`src/rtl/sp_pkg.sv`:
```
// Shared types and constants for the stack-pointer unit.
// Holds state encoding, direction constants and the count-width helper.
package sp_pkg;

    typedef enum logic {
        SP_IDLE  = 1'b0,
        SP_BURST = 1'b1
    } sp_state_t;

    localparam logic SP_DIR_PUSH = 1'b1;
    localparam logic SP_DIR_POP  = 1'b0;

    function automatic int sp_cnt_w(input int max_words);
        return $clog2(max_words + 1);
    endfunction

endpackage

```
`src/rtl/sp_unit_bound_check.sv`:
```
// Combinational acceptance check for push/pop requests.
// Extra top bit keeps the limit arithmetic free of wrap-around.
module sp_bound_check
    import sp_pkg::*;
#(
    parameter int                ADDR_W    = 32,
    parameter logic [ADDR_W-1:0] SP_RESET  = 32'h0000_0FFF,
    parameter logic [ADDR_W-1:0] SP_LIMIT  = 32'h0000_0FF0,
    parameter int                MAX_WORDS = 4,
    parameter int                CNT_W     = sp_cnt_w(MAX_WORDS)
) (
    input  logic [ADDR_W-1:0] sp,
    input  logic              dir,
    input  logic [CNT_W-1:0]  count,
    output logic              ok
);

    logic [ADDR_W:0] sp_x;
    logic [ADDR_W:0] cnt_x;
    logic [ADDR_W:0] one_x;
    logic            fits;
    logic            room;

    // Push: lowest written word sp-count+1 stays at or above the limit,
    // rearranged as sp+1 >= limit+count so nothing can underflow.
    // Pop: highest read word sp+count stays at or below the stack top.
    always_comb begin
        sp_x  = {1'b0, sp};
        cnt_x = '0;
        cnt_x[CNT_W-1:0] = count;
        one_x = '0;
        one_x[0] = 1'b1;
        fits  = (count <= CNT_W'(MAX_WORDS));
        if (dir == SP_DIR_PUSH) begin
            room = (sp_x + one_x) >= ({1'b0, SP_LIMIT} + cnt_x);
        end else begin
            room = (sp_x + cnt_x) <= {1'b0, SP_RESET};
        end
        ok = fits && room;
    end

endmodule

```
`src/rtl/sp_unit.sv`:
```
// Stack-pointer unit: splits push/pop requests into single-word beats.
// Define SP_FAULT_EN to enable bound and count checks with a fault pulse.
module sp_unit
    import sp_pkg::*;
#(
    parameter int                ADDR_W    = 32,
    parameter logic [ADDR_W-1:0] SP_RESET  = 32'h0000_0FFF,
    parameter logic [ADDR_W-1:0] SP_LIMIT  = 32'h0000_0FF0,
    parameter int                MAX_WORDS = 4,
    parameter int                CNT_W     = sp_cnt_w(MAX_WORDS)
) (
    input  logic              clk,
    input  logic              rst,
    input  logic              op_valid,
    input  logic              op_push,
    input  logic [CNT_W-1:0]  op_count,
    output logic              op_ready,
    output logic              mem_valid,
    output logic              mem_push,
    output logic [ADDR_W-1:0] mem_addr,
    input  logic              mem_ready,
    input  logic              flush,
    input  logic              sp_load,
    input  logic [ADDR_W-1:0] sp_wdata,
    output logic [ADDR_W-1:0] sp,
    output logic              busy,
    output logic              fault
);

    sp_state_t         state_q;
    sp_state_t         state_d;
    logic [ADDR_W-1:0] sp_q;
    logic              dir_q;
    logic [CNT_W-1:0]  rem_q;
    logic              fault_q;
    logic              accept;
    logic              beat;
    logic              req_ok;
    logic [CNT_W-1:0]  cnt_eff;

`ifdef SP_FAULT_EN
    logic check_ok;

    sp_bound_check #(
        .ADDR_W    (ADDR_W),
        .SP_RESET  (SP_RESET),
        .SP_LIMIT  (SP_LIMIT),
        .MAX_WORDS (MAX_WORDS),
        .CNT_W     (CNT_W)
    ) u_check (
        .sp    (sp_q),
        .dir   (op_push),
        .count (op_count),
        .ok    (check_ok)
    );

    assign req_ok  = check_ok;
    assign cnt_eff = op_count;
`else
    assign req_ok  = 1'b1;
    assign cnt_eff = (op_count > CNT_W'(MAX_WORDS)) ?
                     CNT_W'(MAX_WORDS) : op_count;
`endif

    // State register.
    always_ff @(posedge clk) begin
        if (rst) begin
            state_q <= SP_IDLE;
        end else begin
            state_q <= state_d;
        end
    end

    // Next state, handshake and beat presentation.
    always_comb begin
        state_d   = state_q;
        op_ready  = 1'b0;
        accept    = 1'b0;
        beat      = 1'b0;
        busy      = 1'b0;
        mem_valid = 1'b0;
        mem_push  = 1'b0;
        mem_addr  = sp_q;
        unique case (state_q)
            SP_IDLE: begin
                op_ready = !sp_load;
                accept   = op_valid && !sp_load;
                if (accept && req_ok && (cnt_eff != '0)) begin
                    state_d = SP_BURST;
                end
            end
            SP_BURST: begin
                busy      = 1'b1;
                mem_valid = 1'b1;
                mem_push  = dir_q;
                mem_addr  = (dir_q == SP_DIR_PUSH) ?
                            sp_q : sp_q + ADDR_W'(1);
                beat      = mem_ready;
                if (flush) begin
                    state_d = SP_IDLE;
                end else if (beat && (rem_q == CNT_W'(1))) begin
                    state_d = SP_IDLE;
                end
            end
            default: state_d = SP_IDLE;
        endcase
    end

    // SP, direction, remaining count and the registered fault pulse.
    always_ff @(posedge clk) begin
        if (rst) begin
            sp_q    <= SP_RESET;
            dir_q   <= SP_DIR_POP;
            rem_q   <= '0;
            fault_q <= 1'b0;
        end else begin
            fault_q <= accept && !req_ok;
            if (state_q == SP_IDLE) begin
                if (sp_load) begin
                    sp_q <= sp_wdata;
                end else if (accept && req_ok) begin
                    dir_q <= op_push;
                    rem_q <= cnt_eff;
                end
            end else if (beat && !flush) begin
                sp_q  <= (dir_q == SP_DIR_PUSH) ?
                         sp_q - ADDR_W'(1) : sp_q + ADDR_W'(1);
                rem_q <= rem_q - CNT_W'(1);
            end
        end
    end

    assign sp    = sp_q;
    assign fault = fault_q;

endmodule

```
`config.mk`:
```
export PLATFORM = sky130hd
export DESIGN_NAME = sp_unit
export DESIGN_NICKNAME = d
export VERILOG_FILES = /design/src/rtl/sp_pkg.sv /design/src/rtl/sp_unit_bound_check.sv /design/src/rtl/sp_unit.sv
export SDC_FILE = /design/constraint.sdc
export NUM_CORES = 1
export LEC_CHECK = 0
export ABC_AREA = 1
export CAP_MARGIN = 20
export CORE_AREA = 4 4 117 74
export DETAILED_ROUTE_END_ITERATION = 12
export DIE_AREA = 0 0 121 78
export PLACE_DENSITY = 0.92
export SLEW_MARGIN = 20
export SYNTH_ARGS = -nofsm -noshare
export SYNTH_HDL_FRONTEND = slang
export SYNTH_SLANG_ARGS = --single-unit
```
`constraint.sdc`:
```
create_clock -name clk -period 2.9 [get_ports clk]
set_input_delay 0.58 -clock clk [delete_from_list [all_inputs] [get_ports clk]]
set_output_delay 0.58 -clock clk [all_outputs]
set_load 0.01 [all_outputs]
```
==> metrics.cfg <==
[clock_tree]
tritoncts = done
htree_levels = 2
clock_path_buffers = 2
numCtsBuffers = 5
root_buffer = clkbuf_16
clock_sink_count = 37
path_clk_slew_ps = 60
insertion_delay_ps = 290

[pwr]
peakVddDrop_uv = 259
power.density_mw_per_mm2 = 375
power_leakage_nw = 2.66

[placement]
portBuffers = 109
hpwl_mm = 13.6
dp_cells = 942
place_congestion = 1.12

[floorplanning]
die_x_um = 121
start_util_pct = 52.5
core-area_mm2 = 0.00766
row_count = 25
die_height_um = 78
pin_count = 111
die_area_mm2 = 0.00944

[critical_path]
cp-end-kind = output port
startpoint = sp[0]
regToRegStartpoint = sp[0]
arrival_ps = 2220
required_ps = 2320
critPathLaunchType = register
worstSetupPathType = reg2out
r2r_end = sp[18]
r2r_slack_ps = 530
crit_fanout = 5
cp-endpoint = mem_addr[7]
worstRegToRegCells = 13

[logic_synthesis]
syn_nets = 771
ys_types = 43
synth-edff-count = 0
netlist_instances = 725
ys_seq_area_share_pct = 18.4
syn_area_per_cell_um2 = 5.55
yosysWarnings = 0
ys.flop_type = dfxtp_1
synth_seq_cells = 37
synthTopCellsByArea = nand2_1 19%, dfxtp_1 18%, nand3_1 9.0%
yosys.area.top_type = nand2_1
syn_area_mm2 = 0.00402
synth_top_area_share_pct = 18.6
async_reset_ff_share_pct = 0

[timing]
setup_tns_ps = 0
min_period_over_period_pct = 96.5
period_minus_slack_ps = 2800
grt_setup_unrepaired = false
clock.fmax_mhz = 357
fin_hold_ws_ps = 507
clock_skew_ps = 7.42
hold_violations = 0
setup_viol = 0
finalMaxSlewViolations = 0

[detailed_routing]
ant_nets = 0
drt_iter0_markers = 654
dr.pass1.iters = 6
vias = 5598
wl_per_cell_um = 18.5
viasPerCell = 5.86
wirelength_mm = 17.7
remaining_drc_errors = 0

[job]
max_cap_viol_count = 0

[finish]
area_delta_synth_final_pct = 42.6
num_antenna_cells = 0
fin_nets = 894
final_util_pct = 74.9
fill_cells = 632
multi_input_area_mm2 = 0.00295
regArea_um2 = 776
drive_above_1_share_pct = 15.2
stdcell_count = 955

[global_route]
grt_max_degree = 29
grt_pass1_wl_mm = 27.5
track_usage_pct = 37.2
antenna_found_initial = 0
grt_pass1_vias = 5498
grt_overflow = 0

[status]
status = finished, final reports clean

[hold_path]
min_path_type = reg2reg

-- synthesized netlist by cell type, types with 6 or more instances --
cell	n
nor2_1	95
nor3_1	7
clkbuf_1	14
inv_1	69
dfxtp_1	37
xor2_1	19
nand2_1	199
o21a_1	6
a21oi_1	40
o211ai_1	13
buf_2	15
nor2_2	8
o21ai_0	63
nand4_1	9
nor2_4	6
nand3_1	72
-- critical path, cell delays in order (launching register included) --
cell and delay, ps:
dfxtp_1 350, buf_4 170, nand3_4 120, nor2_4 160, buf_4 140, nand2_2 90, nand2_1 80, o211ai_1 100
o21ai_0 130, clkdlybuf4s50_1 580
-- cell families (layout without fill, tap and decap cells) --
family	count (synthesis)	count (layout)	share of synthesized area, %
and+or+nand+nor	415	415	45.8
AOI/OAI and AO/OA	135	135	18.7
buffers and inverters	113	235	11.3
DFF	37	37	18.4
xor gates and xnor gates	20	20	4.35
adders and majority gates	4	4	1.24
other	1	1	0.0932
-- where the power goes --
| part | switching [mW] | total [mW] | internal, mW |
|---|---|---|---|
| Combinational | 0.551 | 0.965 | 0.414 |
| Sequential | 0.0774 | 0.638 | 0.560 |
| Clock | 0.238 | 0.546 | 0.308 |
-- how the worst min path moves through the flow --
| stage | depth (start not counted) | from | slack [ps] | end |
|---|---|---|---|---|
| 4_1_cts | 2 | rem_q[1] | 500 | rem_q[1] |
| 3_5_place_dp | 2 | rem_q[1] | 490 | rem_q[1] |
| 2_1_floorplan | 2 | rem_q[1] | 460 | rem_q[1] |
| 3_3_place_gp | 2 | rem_q[1] | 470 | rem_q[1] |
| 6_report | 2 | rem_q[1] | 510 | rem_q[1] |
| 5_1_grt | 2 | rem_q[1] | 530 | rem_q[1] |
-- sequential cells by signal, summed over array words and instances, names as in the netlist --
signal	cells
dir_q	1
rem_q	3
sp	32
state_q	1
-- metrics by stage --
stage               cell area, µm²  total power [mW]  setup WS (ps)
floorplan                     4020              1.11            750
global placement              5380              1.53           90.0
detailed placement            5380              1.55           77.1
CTS                           5610              2.11           2.69
global route                  5740              2.25           19.2
finish                        5740              2.15            102
-- cell usage in the layout, fill, tap and decap left out, types with 6 or more instances in the layout --
cell type,count
nand2_1,191
nor2_1,89
clkdlybuf4s50_1,85
nand3_1,71
inv_1,69
o21ai_0,63
buf_4,43
a21oi_1,39
dfxtp_2,19
xor2_1,18
dlymetal6s2s_1,16
dfxtp_1,15
o211ai_1,13
nor2_4,11
nand2_2,9
nor2_2,9
nand4_1,9
dlygate4sd2_1,8
o21a_1,6
-- per-layer routing --
metal  global-route usage (%)  vias to the layer above  routed length, µm
met4                     13.6                        0                484
met1                     51.6                     2515               7430
met3                     9.40                       49               2610
li1                         -                     2605                  -
met2                     55.3                      429               7190
met5                        0                        -                  0
-- timing repair --
item,in CTS,in global routing
endpoints found under the setup margin,19,18
hold endpoints to repair,0,0
pin swaps,3,7
resized for setup,38,38
setup buffers,4,3
hold buffers,0,0
-- layout make-up --
class / instances / area share [%]
Tap cell: 108 / 2.36
Inverter: 76 / 4.97
Sequential cell: 37 / 13.5
Timing Repair Buffer: 153 / 25.5
Clock inverter: 1 / 0.0872
Clock buffer: 5 / 2.18
Multi-Input combinational cell: 575 / 51.4
(Power assumes the default switching activity.)
==> RTL edit (config.mk and constraints unchanged) <==
The parameter `MAX_WORDS` goes from 4 to 2.
--- a/src/rtl/sp_unit.sv
+++ b/src/rtl/sp_unit.sv
@@ -6,7 +6,7 @@
     parameter int                ADDR_W    = 32,
     parameter logic [ADDR_W-1:0] SP_RESET  = 32'h0000_0FFF,
     parameter logic [ADDR_W-1:0] SP_LIMIT  = 32'h0000_0FF0,
-    parameter int                MAX_WORDS = 4,
+    parameter int                MAX_WORDS = 2,
     parameter int                CNT_W     = sp_cnt_w(MAX_WORDS)
 ) (
     input  logic              clk,
Interface: changed (resized op_count); port bits go from 111 to 110. No check against the original RTL was run, so the function may have changed too.
==> RTL edit against the original RTL <==
- the flow now finishes with violations (negative setup slack)
- utilization down 2.2 points
- power shrank 2.6%
- setup slack got worse by 110 ps
- design area fell by 3.0%
- wire length shrank 9.8%
- critical path depth is the same
- sequential cell count fell by 1
- non-clock buffer count is 10 lower
- synthesized area increased by 0.40%
==> RTL edit: results (changes against the original RTL) <==
metric	value	unit	change
whs	551	ps	+43.7 ps
layout_setup_ws	-2.93	ps	-105 ps
synth.area.top_cells	dfxtp_1, nand2_1, o21ai_0, nand3_1, nor2_1		
port_buffers	108		-0.92%
gp_congestion	1.01		-9.5%
grt_max_degree	48		+66%
cp_data_arrival_time	2320	ps	+100 ps
finalClockSkew	8.86	ps	+1.44 ps
hpwl	11800	um	-13%
setup_viol	1		+1
grt_pass1_vias	4996		-9.1%
r2r_end	sp[22]$_SDFFE_PP0P_		
ir_worst_vdd	0.244	mV	-5.9%
grt.total_usage	33.2	%	-4.0 points
routed_wl	16000	um	-9.8%
r2r_cells	14		+1
violations	negative setup slack		
yosys.cell_types.count	44		+2.3%
yosys.area_share.xor_xnor	2.79	%	-1.6 points
syn_nets	746		-3.2%
rrSetupSlack	770	ps	+240 ps
r2r_start	sp[1]$_SDFFE_PP1P_		
placed_cell_area	5290	um^2	-1.7%
status	finished with violations		
first_iter_violations	809		+24%
nets	860		-3.8%
vias_per_cell	5.82		-0.74%
synth_compound_gate_area_share	21.1	%	+2.4 points
n_fill_cell	658		+4.1%
grt_pass1_wl	25100	um	-8.7%
synth_fa_ha_area_share	0.929	%	-0.31 points
p_int	1290	uW	+0.36%
clkTransAtPathRegs	50	ps	
leakage	0.00258	uW	-3.1%
synthTopCellsByCount	nand2_1, nor2_1, o21ai_0		
cts_root_buf	clkbuf_16		
yosysSeqAreaShare	17.8	%	-0.57 points
RTL edit: repair_timing:
item | in CTS | in global routing
endpoints found under the setup margin | 18 | 19
setup buffers | 1 | 4
resized for setup | 17 | 35
pin swaps | 2 | 3
RTL edit: worst max-delay path, stage by stage (launching register included):
cell and delay [ps]:
dfxtp_1 330, ha_2 230, nand3_1 100, nor2_1 160
nand2_1 120, nor2_2 130, nand4_1 80, o211ai_1 180
o21a_1 170, clkdlybuf4s50_1 520
RTL edit: per-stage QoR:
step                cells  setup TNS [ps]  setup WS (ps)  utilization [%]
detailed placement    912               0            155             69.0
finish                925           -2.93          -2.93             72.6
global route          925            -266           -108             72.6
CTS                   921               0           2.69             71.3
global placement      912               0            226             69.0
floorplan             702               0            777                -
RTL edit: layer usage:
layer	vias up	share of wire (%)	track usage [%]
li1	2531	-	-
met1	2450	43	47.8
met2	375	42	48.7
met3	26	14	9.54
met4	0	1.2	7.47
met5	-	0	0
RTL edit: kinds of logic after synthesis:
kind of cell             after synthesis
buffers and inverters                111
AND/OR/NAND/NOR                      387
AO/OA/AOI/OAI                        152
other                                  1
XOR/XNOR                              12
adder cells (fa/ha/maj)                3
flip-flops                            36
RTL edit: final cells by class:
| type | instances | area, um^2 | area share (%) |
|---|---|---|---|
| well taps | 108 | 135 | 2.43 |
| clock buffers | 8 | 146 | 2.63 |
| repair buffers | 143 | 1390 | 24.9 |
| multi-input cells | 555 | 2870 | 51.6 |
| inverters | 75 | 282 | 5.06 |
| flip-flops and latches | 36 | 746 | 13.4 |
RTL edit: power by group through the flow:
stage               clock, uW  sequential, uW  combinational (uW)
floorplan                   0             618                 484
global placement            0             622                 854
detailed placement          0             624                 874
CTS                       562             617                 885
global route              587             630                 983
finish                    562             625                 906
